## src/rtl/tp_memseq_pkg.sv

```systemverilog
// Shared types and constants for the TP-ISA memory sequencer.
package tp_memseq_pkg;

    typedef enum logic [1:0] {
        IDLE = 2'd0,
        RD1  = 2'd1,
        RD2  = 2'd2,
        EX   = 2'd3
    } memseq_state_t;

    localparam int MEMSEQ_CPI = 3;

endpackage

```

## src/rtl/tp_mem_sequencer_if.sv

```systemverilog
// Single-port data RAM bus between the sequencer (master) and the RAM (slave).
interface tp_mem_sequencer_if #(
    parameter int width      = 8,
    parameter int addr_width = 8
);
    logic [addr_width-1:0] addr;
    logic                  re;
    logic                  we;
    logic [width-1:0]      wdata;
    logic [width-1:0]      rdata;

    modport master (output addr, re, we, wdata, input rdata);
    modport slave  (input addr, re, we, wdata, output rdata);
endinterface

```

## src/rtl/tp_mem_sequencer.sv

```systemverilog
// Time-multiplexes one single-port RAM between the core's two reads and its write.
// Optional build macro TP_MEMSEQ_ADDR_MERGE_EN: same-address operands skip the second read.
module tp_mem_sequencer
    import tp_memseq_pkg::*;
#(
    parameter int width      = 8,
    parameter int addr_width = 8,
    parameter int cnt_width  = 16
) (
    input  logic                  clk,
    input  logic                  reset,
    input  logic                  run,
    input  logic [addr_width-1:0] core_addr1,
    input  logic [addr_width-1:0] core_addr2,
    input  logic [width-1:0]      core_wdata,
    input  logic                  core_wen,
    output logic [width-1:0]      core_rdata1,
    output logic [width-1:0]      core_rdata2,
    output logic                  core_step,
    output logic                  halted,
    output logic [cnt_width-1:0]  retired,
    tp_mem_sequencer_if.master    mem
);

    localparam logic [cnt_width-1:0] CNT_ONE = {{(cnt_width-1){1'b0}}, 1'b1};

    memseq_state_t         state_r;
    memseq_state_t         state_s;
    logic [width-1:0]      rdata1_q;
    logic                  merged_q;
    logic [cnt_width-1:0]  retired_r;
    logic                  halted_r;

    logic [addr_width-1:0] addr_s;
    logic                  re_s;
    logic                  we_s;
    logic [width-1:0]      wdata_s;
    logic                  step_s;
    logic [width-1:0]      rdata1_s;
    logic [width-1:0]      rdata2_s;

    // Next-state and memory/core strobes, decoded from the current state
    always_comb begin
        state_s  = state_r;
        addr_s   = '0;
        re_s     = 1'b0;
        we_s     = 1'b0;
        wdata_s  = '0;
        step_s   = 1'b0;
        rdata1_s = rdata1_q;
        rdata2_s = '0;
        case (state_r)
            IDLE: begin
                if (run) begin
                    state_s = RD1;
                end else begin
                    state_s = IDLE;
                end
            end
            RD1: begin
                re_s   = 1'b1;
                addr_s = core_addr1;
`ifdef TP_MEMSEQ_ADDR_MERGE_EN
                if (core_addr1 == core_addr2) begin
                    state_s = EX;
                end else begin
                    state_s = RD2;
                end
`else
                state_s = RD2;
`endif
            end
            RD2: begin
                re_s    = 1'b1;
                addr_s  = core_addr2;
                state_s = EX;
            end
            EX: begin
                step_s   = 1'b1;
                we_s     = core_wen;
                addr_s   = core_addr1;
                wdata_s  = core_wdata;
                rdata2_s = mem.rdata;
                // A merged instruction never latched operand 1; the live read serves both
                if (merged_q) begin
                    rdata1_s = mem.rdata;
                end else begin
                    rdata1_s = rdata1_q;
                end
                if (run) begin
                    state_s = RD1;
                end else begin
                    state_s = IDLE;
                end
            end
            default: begin
                state_s = IDLE;
            end
        endcase
    end

    // State register, operand-1 latch, merge flag, retired counter and halted flag
    always_ff @(posedge clk or posedge reset) begin
        if (reset) begin
            state_r   <= IDLE;
            rdata1_q  <= '0;
            merged_q  <= 1'b0;
            retired_r <= '0;
            halted_r  <= 1'b1;
        end else begin
            state_r  <= state_s;
            halted_r <= (state_s == IDLE);
            if (state_r == RD2) begin
                rdata1_q <= mem.rdata;
            end
            if (state_r == EX) begin
                retired_r <= retired_r + CNT_ONE;
            end
`ifdef TP_MEMSEQ_ADDR_MERGE_EN
            if (state_r == RD1) begin
                merged_q <= (core_addr1 == core_addr2);
            end else if (state_r == EX) begin
                merged_q <= 1'b0;
            end
`else
            merged_q <= 1'b0;
`endif
        end
    end

    assign mem.addr    = addr_s;
    assign mem.re      = re_s;
    assign mem.we      = we_s;
    assign mem.wdata   = wdata_s;
    assign core_step   = step_s;
    assign core_rdata1 = rdata1_s;
    assign core_rdata2 = rdata2_s;
    assign retired     = retired_r;
    assign halted      = halted_r;

endmodule

```

## src/flat_wrapper.sv

```systemverilog
// flat-port wrapper written by rule: the top's interface ports become plain ports
module tp_mem_sequencer_flat import tp_memseq_pkg::*;
#(
    parameter int width      = 8,
    parameter int addr_width = 8,
    parameter int cnt_width  = 16
)
  (clk, reset, run, core_addr1, core_addr2, core_wdata, core_wen, core_rdata1, core_rdata2, core_step, halted, retired, mem_addr, mem_re, mem_we, mem_wdata, mem_rdata);
  tp_mem_sequencer_if #(.width(width), .addr_width(addr_width)) mem_i ();
  input  logic clk;
  input  logic reset;
  input  logic run;
  input  logic [addr_width-1:0] core_addr1;
  input  logic [addr_width-1:0] core_addr2;
  input  logic [width-1:0] core_wdata;
  input  logic core_wen;
  output logic [width-1:0] core_rdata1;
  output logic [width-1:0] core_rdata2;
  output logic core_step;
  output logic halted;
  output logic [cnt_width-1:0] retired;
  output wire logic [$bits(mem_i.addr)-1:0] mem_addr;
  output wire logic [$bits(mem_i.re)-1:0] mem_re;
  output wire logic [$bits(mem_i.we)-1:0] mem_we;
  output wire logic [$bits(mem_i.wdata)-1:0] mem_wdata;
  input wire logic [$bits(mem_i.rdata)-1:0] mem_rdata;
  assign mem_addr = mem_i.addr;
  assign mem_re = mem_i.re;
  assign mem_we = mem_i.we;
  assign mem_wdata = mem_i.wdata;
  assign mem_i.rdata = mem_rdata;
  tp_mem_sequencer #(.width(width), .addr_width(addr_width), .cnt_width(cnt_width)) u_core (.clk(clk), .reset(reset), .run(run), .core_addr1(core_addr1), .core_addr2(core_addr2), .core_wdata(core_wdata), .core_wen(core_wen), .core_rdata1(core_rdata1), .core_rdata2(core_rdata2), .core_step(core_step), .halted(halted), .retired(retired), .mem(mem_i));
endmodule
```

## config.mk

```make
export PLATFORM = sky130hd
export DESIGN_NAME = tp_mem_sequencer_flat
export DESIGN_NICKNAME = d
export VERILOG_FILES = /design/src/rtl/tp_memseq_pkg.sv /design/src/rtl/tp_mem_sequencer_if.sv /design/src/rtl/tp_mem_sequencer.sv /design/src/flat_wrapper.sv
export SDC_FILE = /design/constraint.sdc
export NUM_CORES = 1
export LEC_CHECK = 0
export BUFFER_PORTS_ARGS = -buffer_cell sky130_fd_sc_hd__buf_4
export CAP_MARGIN = 20
export CORE_MARGIN = 1
export CORE_UTILIZATION = 38
export CTS_CLUSTER_DIAMETER = 120
export DETAILED_ROUTE_END_ITERATION = 12
export HOLD_SLACK_MARGIN = 0.12
export MAX_ROUTING_LAYER = met4
export PLACE_DENSITY = 0.76
export SLEW_MARGIN = 20
export SYNTH_ARGS = -nofsm -noshare
export SYNTH_HDL_FRONTEND = slang
export SYNTH_SLANG_ARGS = --single-unit
```

## constraint.sdc

```tcl
create_clock -name clk -period 1.5 [get_ports clk]
set_input_delay 0.075 -clock clk [delete_from_list [all_inputs] [get_ports clk]]
set_output_delay 0.075 -clock clk [all_outputs]
set_load 0.02 [all_outputs]
```

==> results of run 1 <==
repair_timing:
action,CTS,global route
buffers inserted,5,9
endpoints found under the setup margin,29,31
cloned,0,2
endpoints found under the hold margin,37,0
hold buffers,10,0
pin swaps,4,24
resized for setup,62,20
state kept, by name, indices dropped and copies added (netlist names):
signal           cells
u_core.retired      16
u_core.halted        1
u_core.state_r       2
u_core.rdata1_q      8
path summary, 6_finish.rpt:
kind	slack [ns]	end	cells past startpoint	start
setup / recovery	-0.15	mem_addr[1]	6	u_core.state_r[0]
hold / removal	0.34	u_core.retired[10]	4	reset
setup reg to reg	-0.10	u_core.retired[14]	6	u_core.state_r[1]
hold reg to reg	0.49	u_core.retired[15]	1	u_core.retired[15]
max in group asynchronous	0.84	u_core.halted	4	reset
min in group clk	0.46	mem_wdata[2]	3	core_wdata[2]
metrics by stage:
stage / setup WS, ns / instance area (um^2) / total power, mW / util [%]
2_1_floorplan: -0.0007107 / 1404 / 2.567 / -
3_3_place_gp: 0.1294 / 2145 / 3.545 / 62.78
3_5_place_dp: -0.01342 / 2145 / 3.619 / 62.78
4_1_cts: -0.1119 / 2537 / 4.566 / 74.29
5_1_grt: -0.2291 / 2730 / 5.238 / 79.93
6_report: -0.1547 / 2730 / 5.004 / 79.93
area by class of cell:
cell class	count	area (um^2)	area share (%)
repair buffers	119	1052	38.54
multi-input cells	93	895.9	32.81
flip-flops and latches	27	679.4	24.89
well taps	46	57.56	2.108
clock buffers	3	22.52	0.8249
inverters	4	15.01	0.5500
clock inverters	1	7.507	0.2750
logic make-up after synthesis:
family / Yosys count
XOR/XNOR: 15
AO/OA/AOI/OAI: 12
AND/OR/NAND/NOR: 52
buffers and inverters: 9
adder cells (fa/ha/maj): 5
flip-flops: 27
multiplexers: 9
critical path: cells and delay by family (launching register included):
| kind | cells | cell delay (ns) |
|---|---|---|
| flops | 1 | 0.48 |
| buf+inv | 3 | 0.39 |
| fa+ha+maj | 1 | 0.18 |
| simple gates | 1 | 0.15 |
| compound gates | 1 | 0.06 |
synth_stat cells:
master	number	area share [%]
a22oi_1	5	2.7
nor2_1	9	2.4
clkbuf_1	1	0.27
nand2b_1	1	0.45
and3_1	1	0.45
o21ai_0	3	1.1
nor4_1	3	1.4
nand4_4	2	3.1
a21oi_1	4	1.4
buf_2	3	1.1
xnor2_1	4	2.5
nand4_1	4	1.8
and2_1	17	7.7
nor4_2	1	0.90
dfstp_2	1	1.9
ha_1	5	4.5
mux2_2	9	7.3
nand2_1	11	3.0
buf_1	1	0.27
xor2_1	11	6.9
nor3_1	3	1.1
dfrtp_1	26	47
inv_1	4	1.1
power by group:
group	leakage, nW	total (mW)	internal (mW)	switching (mW)
clock network	0.0139	0.327	0.102	0.225
logic	1.02	3.49	1.84	1.65
registers	0.340	1.18	0.966	0.218
total	1.37	5.00	2.91	2.10
per-layer routing:
layer / track usage (%) / share of wire [%] / up-vias
met5: - / 0 / -
met4: 6.395 / 2.0 / 0
met3: 5.292 / 5.3 / 10
met2: 43.61 / 56 / 63
met1: 24.77 / 37 / 702
li1: - / - / 670
==> load_flow_metrics.sql, run 1 <==
INSERT INTO impl_metrics (metric_group, metric, value, unit) VALUES
('outcome', 'status', 'finished, violations left', ''),
('outcome', 'violations', 'negative setup slack', ''),
('hold_path', 'hp-class', 'in2async', ''),
('final_layout', 'number_of_fill_cells', '195', ''),
('timing', 'grt_setup_unrepaired', 'yes', ''),
('timing', 'timing.final.crit_period', '1.655', 'ns'),
('final_layout', 'finalNonFillerCells', '293', ''),
('global_routing', 'largest_net_degree_at_the_start_of_global_routing', '28', ''),
('timing', 'slew_headroom', '73.04', '%'),
('setup_path', 'critical_path.slowest_cell', 'dfrtp_2', ''),
('clocking', 'clockRootBuffer', 'clkbuf_4', ''),
('die', 'fp.dieArea', '0.003904', 'mm^2'),
('timing', 'slew_violations', '0', ''),
('pwr', 'cellLeakagePower', '1.371', 'nW'),
('timing', 'final_worst_hold_slack', '0.3441', 'ns'),
('die', 'i_o_pins', '88', ''),
('synth', 'yosysUniqueCellTypes', '23', ''),
('synth', 'synth-warning-count', '0', ''),
('synth', 'yosys.area_share.simple', '22.14', '%'),
('clocking', 'cts_inserted_buffers', '3', ''),
('timing', 'min_period_over_period', '110.3', '%'),
('drt', 'post-route-drc-count', '0', ''),
('drt', 'detail_route.iter0.violations', '24', ''),
('final_layout', 'post_route_cells_drive_above_1_share', '68.42', '%'),
('die', 'chipHeight', '62.48', 'um'),
('final_layout', 'most_frequent_cells_in_the_layout', 'buf_4, dfrtp_1, buf_6, and2_4', ''),
('timing', 'setup_viol', '33', ''),
('clocking', 'cts_tree', 'built', ''),
('drt', 'antenna_left', '0', ''),
('synth', 'avgSynthCellArea', '10.78', 'um^2'),
('synth', 'mappedNetlistNets', '170', ''),
('die', 'initial_core_util', '40.70', '%'),
('drt', 'route.final.wire_length', '4.837', 'mm'),
('setup_path', 'crit_path_cell_trace', 'inv_2 -> ha_4 -> buf_6 -> a22oi_2 -> nor2_1 -> buf_4', ''),
('pwr', 'p_per_area', '1833', 'mW/mm^2'),
('timing', 'fin_ws', '-0.1547', 'ns'),
('drt', 'detail_route.vias_per_cell', '4.932', ''),
('setup_path', 'worst_setup_path_end_kind', 'primary output', ''),
('drt', 'num_vias', '1445', ''),
('clocking', 'clock_latency_on_the_worst_skew_pair', '0.33', 'ns'),
('place', 'rd_place_congestion', '0.7916', ''),
('place', 'post-place-cells', '264', ''),
('die', 'fp-row-count', '21', ''),
('clocking', 'clock_tree.buffer_depth', '2', ''),
('timing', 'hold_viol', '0', ''),
('global_routing', 'grt.overflow.total', '0', ''),
('synth', 'ys_seq_elements', '27', ''),
('setup_path', 'critical_path.startpoint_type', 'register', ''),
('die', 'design.core.area', '0.003416', 'mm^2'),
('setup_path', 'crit_path_max_incr_delay', '0.48', 'ns'),
('synth', 'synth.mux.area_fraction', '7.291', '%'),
('clocking', 'htreeDepth', '1', ''),
('synth', 'synth_compound_area_share', '5.221', '%'),
('global_routing', 'grt_pass1_vias', '1470', ''),
('clocking', 'worst_setup_hold_path_clk_slew', '0.16', 'ns'),
('timing', 'finClkSkew', '0.01121', 'ns'),
('drt', 'firstDrtPassIters', '4', ''),
('pwr', 'max_ir_drop_vdd', '0.001041', 'V'),
('setup_path', 'critical_path_peak_fanout', '6', ''),
('synth', 'netlist_area', '0.001390', 'mm^2'),
('drt', 'route.detailed.wl_per_inst', '16.51', 'um'),
('global_routing', 'grt_util_all_layers', '23.51', '%'),
('timing', 'slew_of_the_pin_with_the_lowest_slew_margin', '0.4032', 'ns'),
('final_layout', 'layout.cells.most_common', 'buf_4', ''),
('synth', 'seq_area_frac_synth', '48.69', '%'),
('setup_path', 'worstSetupPathType', 'reg2out', ''),
('timing', 'max_freq', '0.6043', 'GHz'),
('setup_path', 'worst-endpoint-arrival', '1.58', 'ns'),
('flow_run', 'maxCapViolCount', '0', ''),
('final_layout', 'final_net_count', '289', ''),
('synth', 'yosys.area_share.xor_xnor', '9.451', '%'),
('synth', 'synth_top_family_by_area', 'simple AND/OR/NAND/NOR gates', ''),
('setup_path', 'critPathRequiredTime', '1.42', 'ns'),
('place', 'hpwl', '2.881', 'mm'),
('final_layout', 'antenna-diode-count', '0', ''),
('place', 'port_buffers', '87', ''),
('die', 'die-width', '62.48', 'um'),
('global_routing', 'grt_antenna_before_repair', '0', ''),
('timing', 'setup_tns_final', '-1.880', 'ns'),
('clocking', 'cts.sink_count', '27', ''),
('synth', 'post_synthesis_share_of_cell_area_spent_on_full_adders_half_adders_and_majority_gates', '4.500', '%'),
('synth', 'postSynthCellCount', '129', ''),
('final_layout', 'layout-area-overhead-vs-synth', '96.40', '%'),
('global_routing', 'wire_length_of_the_first_global_routing_pass', '7.038', 'mm');
Power figures use the tool's default switching activity.
==> inputs of run 2 (changes only) <==
- BUFFER_PORTS_ARGS: -buffer_cell sky130_fd_sc_hd__buf_4 -> -buffer_cell sky130_fd_sc_hd__buf_2
- HOLD_SLACK_MARGIN: 0.12 -> not set
==> run 2 against run 1 <==
The run still ends with negative setup slack left. Non-clock buffer count is 7 lower. Critical path depth did not move. Core utilization decreased by 6.4 points. Worst setup slack improved by 0.036 ns. First-iteration DRC count grew 75%. Clock power down 4%. Die area is the same. Worst hold slack got worse by 0.32 ns. Critical endpoint is now mem_addr[2].
==> load_flow_metrics.sql, run 2 (synthesized netlist as in run 1, its figures left out) <==
INSERT INTO impl_metrics (metric_group, metric, value, unit) VALUES
('outcome', 'violations', 'negative setup slack', ''),
('global_routing', 'grt_antenna_before_repair', '0', ''),
('setup_path', 'worstSetupPathType', 'reg2out', ''),
('final_layout', 'post_route_cells_drive_above_1_share', '66.67', '%'),
('global_routing', 'grt_util_all_layers', '21.43', '%'),
('timing', 'min_period_over_period', '107.9', '%'),
('setup_path', 'setup.reg_to_reg.worst_slack', '-0.05', 'ns'),
('clocking', 'worst_setup_hold_path_clk_slew', '0.14', 'ns'),
('setup_path', 'worstSetupStartpoint', 'u_core.state_r[0]', ''),
('setup_path', 'r2r_path_end', 'u_core.retired[6]', ''),
('drt', 'firstDrtPassIters', '4', ''),
('die', 'fp.dieArea', '0.003904', 'mm^2'),
('drt', 'num_vias', '1391', ''),
('final_layout', 'largest_reg_flops', '16', ''),
('clocking', 'htreeDepth', '1', ''),
('final_layout', 'layout.cells.most_common', 'buf_2', ''),
('pwr', 'p_per_area', '1826', 'mW/mm^2'),
('timing', 'hold_viol', '0', ''),
('drt', 'route.detailed.wl_per_inst', '15.20', 'um'),
('setup_path', 'reg2regPathDepth', '6', ''),
('die', 'chipHeight', '62.48', 'um'),
('pwr', 'cellLeakagePower', '1.305', 'nW'),
('die', 'design.core.area', '0.003416', 'mm^2'),
('timing', 'fin_ws', '-0.1183', 'ns'),
('outcome', 'status', 'finished, violations left', ''),
('drt', 'met2_wirelength', '2.411', 'mm'),
('clocking', 'clockRootBuffer', 'clkbuf_4', ''),
('global_routing', 'wire_length_of_the_first_global_routing_pass', '6.430', 'mm'),
('final_layout', 'finish.utilization', '73.55', '%'),
('timing', 'grt_setup_unrepaired', 'yes', ''),
('setup_path', 'worst-endpoint-arrival', '1.54', 'ns'),
('drt', 'route.met3.wl', '232', 'um'),
('clocking', 'cts_inserted_buffers', '3', ''),
('clocking', 'clock_latency_on_the_worst_skew_pair', '0.32', 'ns'),
('final_layout', 'antenna-diode-count', '0', ''),
('hold_path', 'hp-class', 'in2reg', ''),
('drt', 'detail_route.vias_per_cell', '4.864', ''),
('place', 'dpl_worst_slack', '0.08301', 'ns'),
('die', 'initial_core_util', '40.70', '%'),
('final_layout', 'most_frequent_cells_in_the_layout', 'buf_2, dfrtp_1, buf_6, buf_4, and2_4', ''),
('setup_path', 'timing.critical_path.to', 'mem_addr[2]', ''),
('timing', 'slew_violations', '0', ''),
('setup_path', 'worst_setup_path_end_kind', 'primary output', ''),
('drt', 'detail_route.iter0.violations', '42', ''),
('die', 'fp-row-count', '21', ''),
('die', 'die-width', '62.48', 'um'),
('timing', 'finClkSkew', '0.01041', 'ns'),
('flow_run', 'maxCapViolCount', '0', ''),
('timing', 'slew_headroom', '75.60', '%'),
('global_routing', 'largest_net_degree_at_the_start_of_global_routing', '28', ''),
('final_layout', 'final_net_count', '282', ''),
('setup_path', 'critPathRequiredTime', '1.42', 'ns'),
('global_routing', 'grt_pass1_vias', '1338', ''),
('drt', 'antenna_left', '0', ''),
('global_routing', 'grt.overflow.total', '0', ''),
('die', 'i_o_pins', '88', ''),
('drt', 'highest-signal-layer', 'met3', ''),
('setup_path', 'critical_path_peak_fanout', '10', ''),
('place', 'rd_place_congestion', '0.7827', ''),
('drt', 'route.final.wire_length', '4.346', 'mm'),
('final_layout', 'layout-area-overhead-vs-synth', '80.74', '%'),
('setup_path', 'reg2reg_from', 'u_core.state_r[0]', ''),
('drt', 'post-route-drc-count', '0', ''),
('hold_path', 'worst_hold_path_cell_count', '3', ''),
('clocking', 'cts.sink_count', '27', ''),
('timing', 'timing.final.crit_period', '1.618', 'ns'),
('place', 'port_buffers', '87', ''),
('pwr', 'max_ir_drop_vdd', '0.001193', 'V'),
('timing', 'max_freq', '0.6179', 'GHz'),
('clocking', 'clock_tree.buffer_depth', '2', ''),
('setup_path', 'critical_path.startpoint_type', 'register', ''),
('timing', 'setup_viol', '27', ''),
('clocking', 'cts_tree', 'built', ''),
('place', 'hpwl', '2.408', 'mm'),
('timing', 'slew_of_the_pin_with_the_lowest_slew_margin', '0.3649', 'ns'),
('drt', 'drt-met1-wl', '1.702', 'mm');
## run 2: changes by cell type in the layout (fill, tap and decap cells not counted), moves of 2 or more
cell     delta
buf_4      -65
buf_2      +61
buf_12      +2
buf_6       -5
o21ai_4     -2
o21ai_2     +2
## run 2: power by group
part,switching [mW],internal [mW],leakage [nW],total (mW)
logic,1.51,1.59,0.950,3.09
clock network,0.212,0.102,0.0139,0.314
registers,0.217,0.962,0.341,1.18
## run 2: worst min-delay path by stage
stage          start                  to
2_1_floorplan  reset  u_core.rdata1_q[0]
3_3_place_gp   reset   u_core.retired[1]
3_5_place_dp   reset  u_core.rdata1_q[7]
4_1_cts          run   u_core.state_r[0]
5_1_grt          run   u_core.state_r[0]
6_report         run   u_core.state_r[0]
## run 2: layout make-up
class                      count  area (um^2)
fill                         235        903.4
tap                           46        57.56
inverter                       4        15.01
timing repair buffer         112        865.8
sequential                    27        678.2
clock buffer                   3        22.52
clock inverter                 1        7.507
multi-input combinational     93        865.8
## run 2: layer usage
metal | vias up | GRT usage (%)
met5 | - | -
met4 | 0 | 2.907
met3 | 0 | 4.380
met2 | 59 | 40.35
met1 | 669 | 23.52
li1 | 663 | -
## run 2: what timing repair did
action	in CTS	in global routing
cloned	1	1
buffers inserted	6	1
setup endpoints to repair	26	35
pin swaps	1	15
hold buffers	9	0
gates resized for setup	67	27
hold endpoints to repair	34	0
## run 2: worst max-delay path, cell delays in order (launching register included)
cell and delay, ns:
dfrtp_1 0.46, inv_2 0.11, ha_4 0.15, buf_12 0.12, nand2_1 0.08, a21oi_2 0.15, buf_4 0.15
## run 2: metrics by stage
stage	total power, mW	cell area, um^2	hold slack, ns	setup TNS [ns]	std cells
3_3_place_gp	3.283	1939	0.1493	0	264
3_5_place_dp	3.308	1939	0.1495	0	264
4_1_cts	4.308	2360	0.01055	-1.961	284
5_1_grt	4.825	2512	0.01663	-4.417	286
6_report	4.588	2512	0.02771	-2.250	286
2_1_floorplan	2.567	1404	0.1270	-0.001572	129
==> inputs of run 3 (changes only) <==
- GPL_TIMING_DRIVEN: not set -> 0
==> run 3 against run 2 <==
Maximum frequency down 0.48%. Sequential share of layout area is 1.1 points lower. Highest routed layer is now met4. Global-route usage increased by 0.55 points. Largest power group unchanged. Worst setup slack worse by 0.0079 ns. Register-to-register slack improved by 0.06 ns. Clock power barely moved. Core utilization up 3.2 points. Clock skew is 0.0089 ns lower. Non-clock buffer count grew 8. The flow still finishes with violations (negative setup slack).
==> load_flow_metrics.sql, run 3 (synthesized netlist as in run 1, its figures left out) <==
INSERT INTO impl_metrics (metric_group, metric, value, unit) VALUES
('outcome', 'status', 'finished, violations left', ''),
('outcome', 'violations', 'negative setup slack', ''),
('timing', 'final_worst_hold_slack', '0.02695', 'ns'),
('pwr', 'seqPwrFrac', '25.0', '%'),
('pwr', 'cellLeakagePower', '1.413', 'nW'),
('clocking', 'htreeDepth', '1', ''),
('setup_path', 'worstSetupPathType', 'reg2out', ''),
('final_layout', 'post_route_cells_drive_above_1_share', '69.35', '%'),
('clocking', 'worst_setup_hold_path_clk_slew', '0.14', 'ns'),
('pwr', 'max_ir_drop_vdd', '0.0008170', 'V'),
('clocking', 'clock_latency_on_the_worst_skew_pair', '0.31', 'ns'),
('timing', 'finClkSkew', '0.001498', 'ns'),
('setup_path', 'path_depth', '6', ''),
('drt', 'firstDrtPassIters', '4', ''),
('clocking', 'cts_inserted_buffers', '3', ''),
('hold_path', 'worst_hold_path_cell_count', '3', ''),
('clocking', 'clockRootBuffer', 'clkbuf_4', ''),
('clocking', 'cts.sink_count', '27', ''),
('setup_path', 'setup.reg_to_reg.worst_slack', '0.01', 'ns'),
('setup_path', 'critical_path.slowest_cell', 'dfrtp_2', ''),
('setup_path', 'worstSetupStartpoint', 'u_core.state_r[0]', ''),
('die', 'chipHeight', '62.48', 'um'),
('setup_path', 'timing.critical_path.buf_inv', '3', ''),
('timing', 'grt_setup_unrepaired', 'yes', ''),
('pwr', 'proportion_of_power_drawn_by_combinational_gates', '68.5', '%'),
('place', 'port_buffers', '87', ''),
('drt', 'antenna_left', '0', ''),
('setup_path', 'worst-endpoint-arrival', '1.55', 'ns'),
('timing', 'setup_viol', '22', ''),
('final_layout', 'final_net_count', '290', ''),
('final_layout', 'layout-area-overhead-vs-synth', '88.66', '%'),
('final_layout', 'finish.utilization', '76.78', '%'),
('drt', 'detail_route.iter0.violations', '65', ''),
('timing', 'slew_headroom', '67.88', '%'),
('die', 'initial_core_util', '40.70', '%'),
('drt', 'detail_route.vias_per_cell', '5.133', ''),
('global_routing', 'grt_antenna_before_repair', '0', ''),
('hold_path', 'hp-start', 'run', ''),
('flow_run', 'maxCapViolCount', '0', ''),
('global_routing', 'largest_net_degree_at_the_start_of_global_routing', '28', ''),
('pwr', 'swShare', '42.77', '%'),
('pwr', 'share_clk_of_total_power', '6.5', '%'),
('pwr', 'internal_cell_power', '2.729', 'mW'),
('die', 'die-width', '62.48', 'um'),
('place', 'rd_place_congestion', '0.6875', ''),
('setup_path', 'worst_setup_path_end_kind', 'primary output', ''),
('die', 'fp-row-count', '21', ''),
('setup_path', 'crit_path_cell_trace', 'inv_2 -> ha_4 -> buf_8 -> a22oi_2 -> nor2_1 -> buf_4', ''),
('drt', 'route.final.wire_length', '4.840', 'mm'),
('final_layout', 'largest_reg_flops', '16', ''),
('pwr', 'p_sw', '2.039', 'mW'),
('place', 'hpwl', '2.463', 'mm'),
('setup_path', 'timing.critical_path.to', 'mem_addr[0]', ''),
('setup_path', 'reg2reg_from', 'u_core.state_r[1]', ''),
('setup_path', 'reg2regPathDepth', '5', ''),
('setup_path', 'critical_path.startpoint_type', 'register', ''),
('die', 'i_o_pins', '88', ''),
('final_layout', 'layout.cells.most_common', 'buf_2', ''),
('global_routing', 'grt.overflow.total', '0', ''),
('timing', 'fin_ws', '-0.1261', 'ns'),
('drt', 'num_vias', '1509', ''),
('drt', 'route.detailed.wl_per_inst', '16.46', 'um'),
('final_layout', 'most_frequent_cells_in_the_layout', 'buf_2, buf_6, dfrtp_1, buf_4, and2_4', ''),
('setup_path', 'critical-path-top-delay-family', 'flip-flops', ''),
('timing', 'timing.final.crit_period', '1.626', 'ns'),
('timing', 'slew_violations', '0', ''),
('global_routing', 'grt_pass1_vias', '1390', ''),
('global_routing', 'grt_util_all_layers', '21.99', '%'),
('die', 'design.core.area', '0.003416', 'mm^2'),
('setup_path', 'r2r_path_end', 'u_core.retired[14]', ''),
('drt', 'post-route-drc-count', '0', ''),
('global_routing', 'wire_length_of_the_first_global_routing_pass', '6.610', 'mm'),
('clocking', 'clock_tree.buffer_depth', '2', ''),
('setup_path', 'critical_path_peak_fanout', '5', ''),
('timing', 'min_period_over_period', '108.4', '%'),
('clocking', 'cts_tree', 'built', ''),
('timing', 'max_freq', '0.6150', 'GHz'),
('setup_path', 'critPathRequiredTime', '1.42', 'ns'),
('hold_path', 'hp-class', 'in2reg', ''),
('timing', 'slew_of_the_pin_with_the_lowest_slew_margin', '0.4789', 'ns'),
('pwr', 'p_per_area', '1818', 'mW/mm^2'),
('final_layout', 'antenna-diode-count', '0', ''),
('setup_path', 'crit_path_max_incr_delay', '0.47', 'ns'),
('die', 'fp.dieArea', '0.003904', 'mm^2'),
('timing', 'hold_viol', '0', '');
## run 3: cell types whose count changed in the layout (fill, tap and decap cells not counted), sizes merged
cell      change
clkinvlp      -1
bufbuf        -1
buf          +10
inv           -1
clkinv        +1
## run 3: worst register-to-register path: stages, from the launching register on
cell     delay (ns)
dfrtp_2        0.45
ha_4           0.21
buf_6          0.13
nand4_1        0.16
nor4_2         0.32
xor2_1         0.16
## run 3: cell type report
| class | instances | area, um^2 |
|---|---|---|
| Inverter | 4 | 15.01 |
| Fill cell | 217 | 793.3 |
| Tap cell | 46 | 57.56 |
| Sequential cell | 27 | 679.4 |
| Clock buffer | 4 | 26.28 |
| Multi-Input combinational cell | 93 | 893.4 |
| Timing Repair Buffer | 117 | 909.6 |
| Buffer | 3 | 41.29 |
## run 3: power groups by stage
stage          Sequential (mW)  Combinational, mW  Clock (mW)
3_3_place_gp              1.18               2.00           0
6_report                  1.19               3.26       0.311
3_5_place_dp              1.19               2.03           0
5_1_grt                   1.22               3.44       0.353
4_1_cts                   1.19               2.67       0.319
2_1_floorplan             1.41               1.16           0
## run 3: timing repair
item / 4_1_cts / 5_1_grt
setup buffers: 10 / 7
hold endpoints to repair: 8 / 17
endpoints found under the setup margin: 37 / 37
gates resized for setup: 49 / 70
cloned: 2 / 1
pin swaps: 18 / 14
hold buffers: 8 / 1
## run 3: how the worst min path moves through the flow
| stage | to |
|---|---|
| 6_report | u_core.state_r[0] |
| 3_5_place_dp | u_core.rdata1_q[3] |
| 3_3_place_gp | u_core.rdata1_q[3] |
| 4_1_cts | u_core.retired[10] |
| 2_1_floorplan | u_core.rdata1_q[0] |
| 5_1_grt | u_core.state_r[0] |
## run 3: per-layer routing
layer / track usage (%) / routed length (um)
met5: - / 0
met3: 3.650 / 314
met2: 39.54 / 2630
met1: 24.07 / 1732
met4: 8.430 / 163
## run 3: through the flow
stage | cell area [um^2] | setup slack (ns) | instances | power [mW] | TNS (ns)
after floorplan | 1404 | -0.0007107 | 129 | 2.567 | -0.001572
after global placement | 1897 | -0.1500 | 262 | 3.176 | -1.689
after detailed placement | 1897 | -0.1854 | 262 | 3.216 | -2.109
after CTS | 2311 | -0.1252 | 285 | 4.175 | -0.9494
after global routing | 2623 | -0.2216 | 294 | 5.012 | -3.683
final | 2623 | -0.1261 | 294 | 4.768 | -1.815
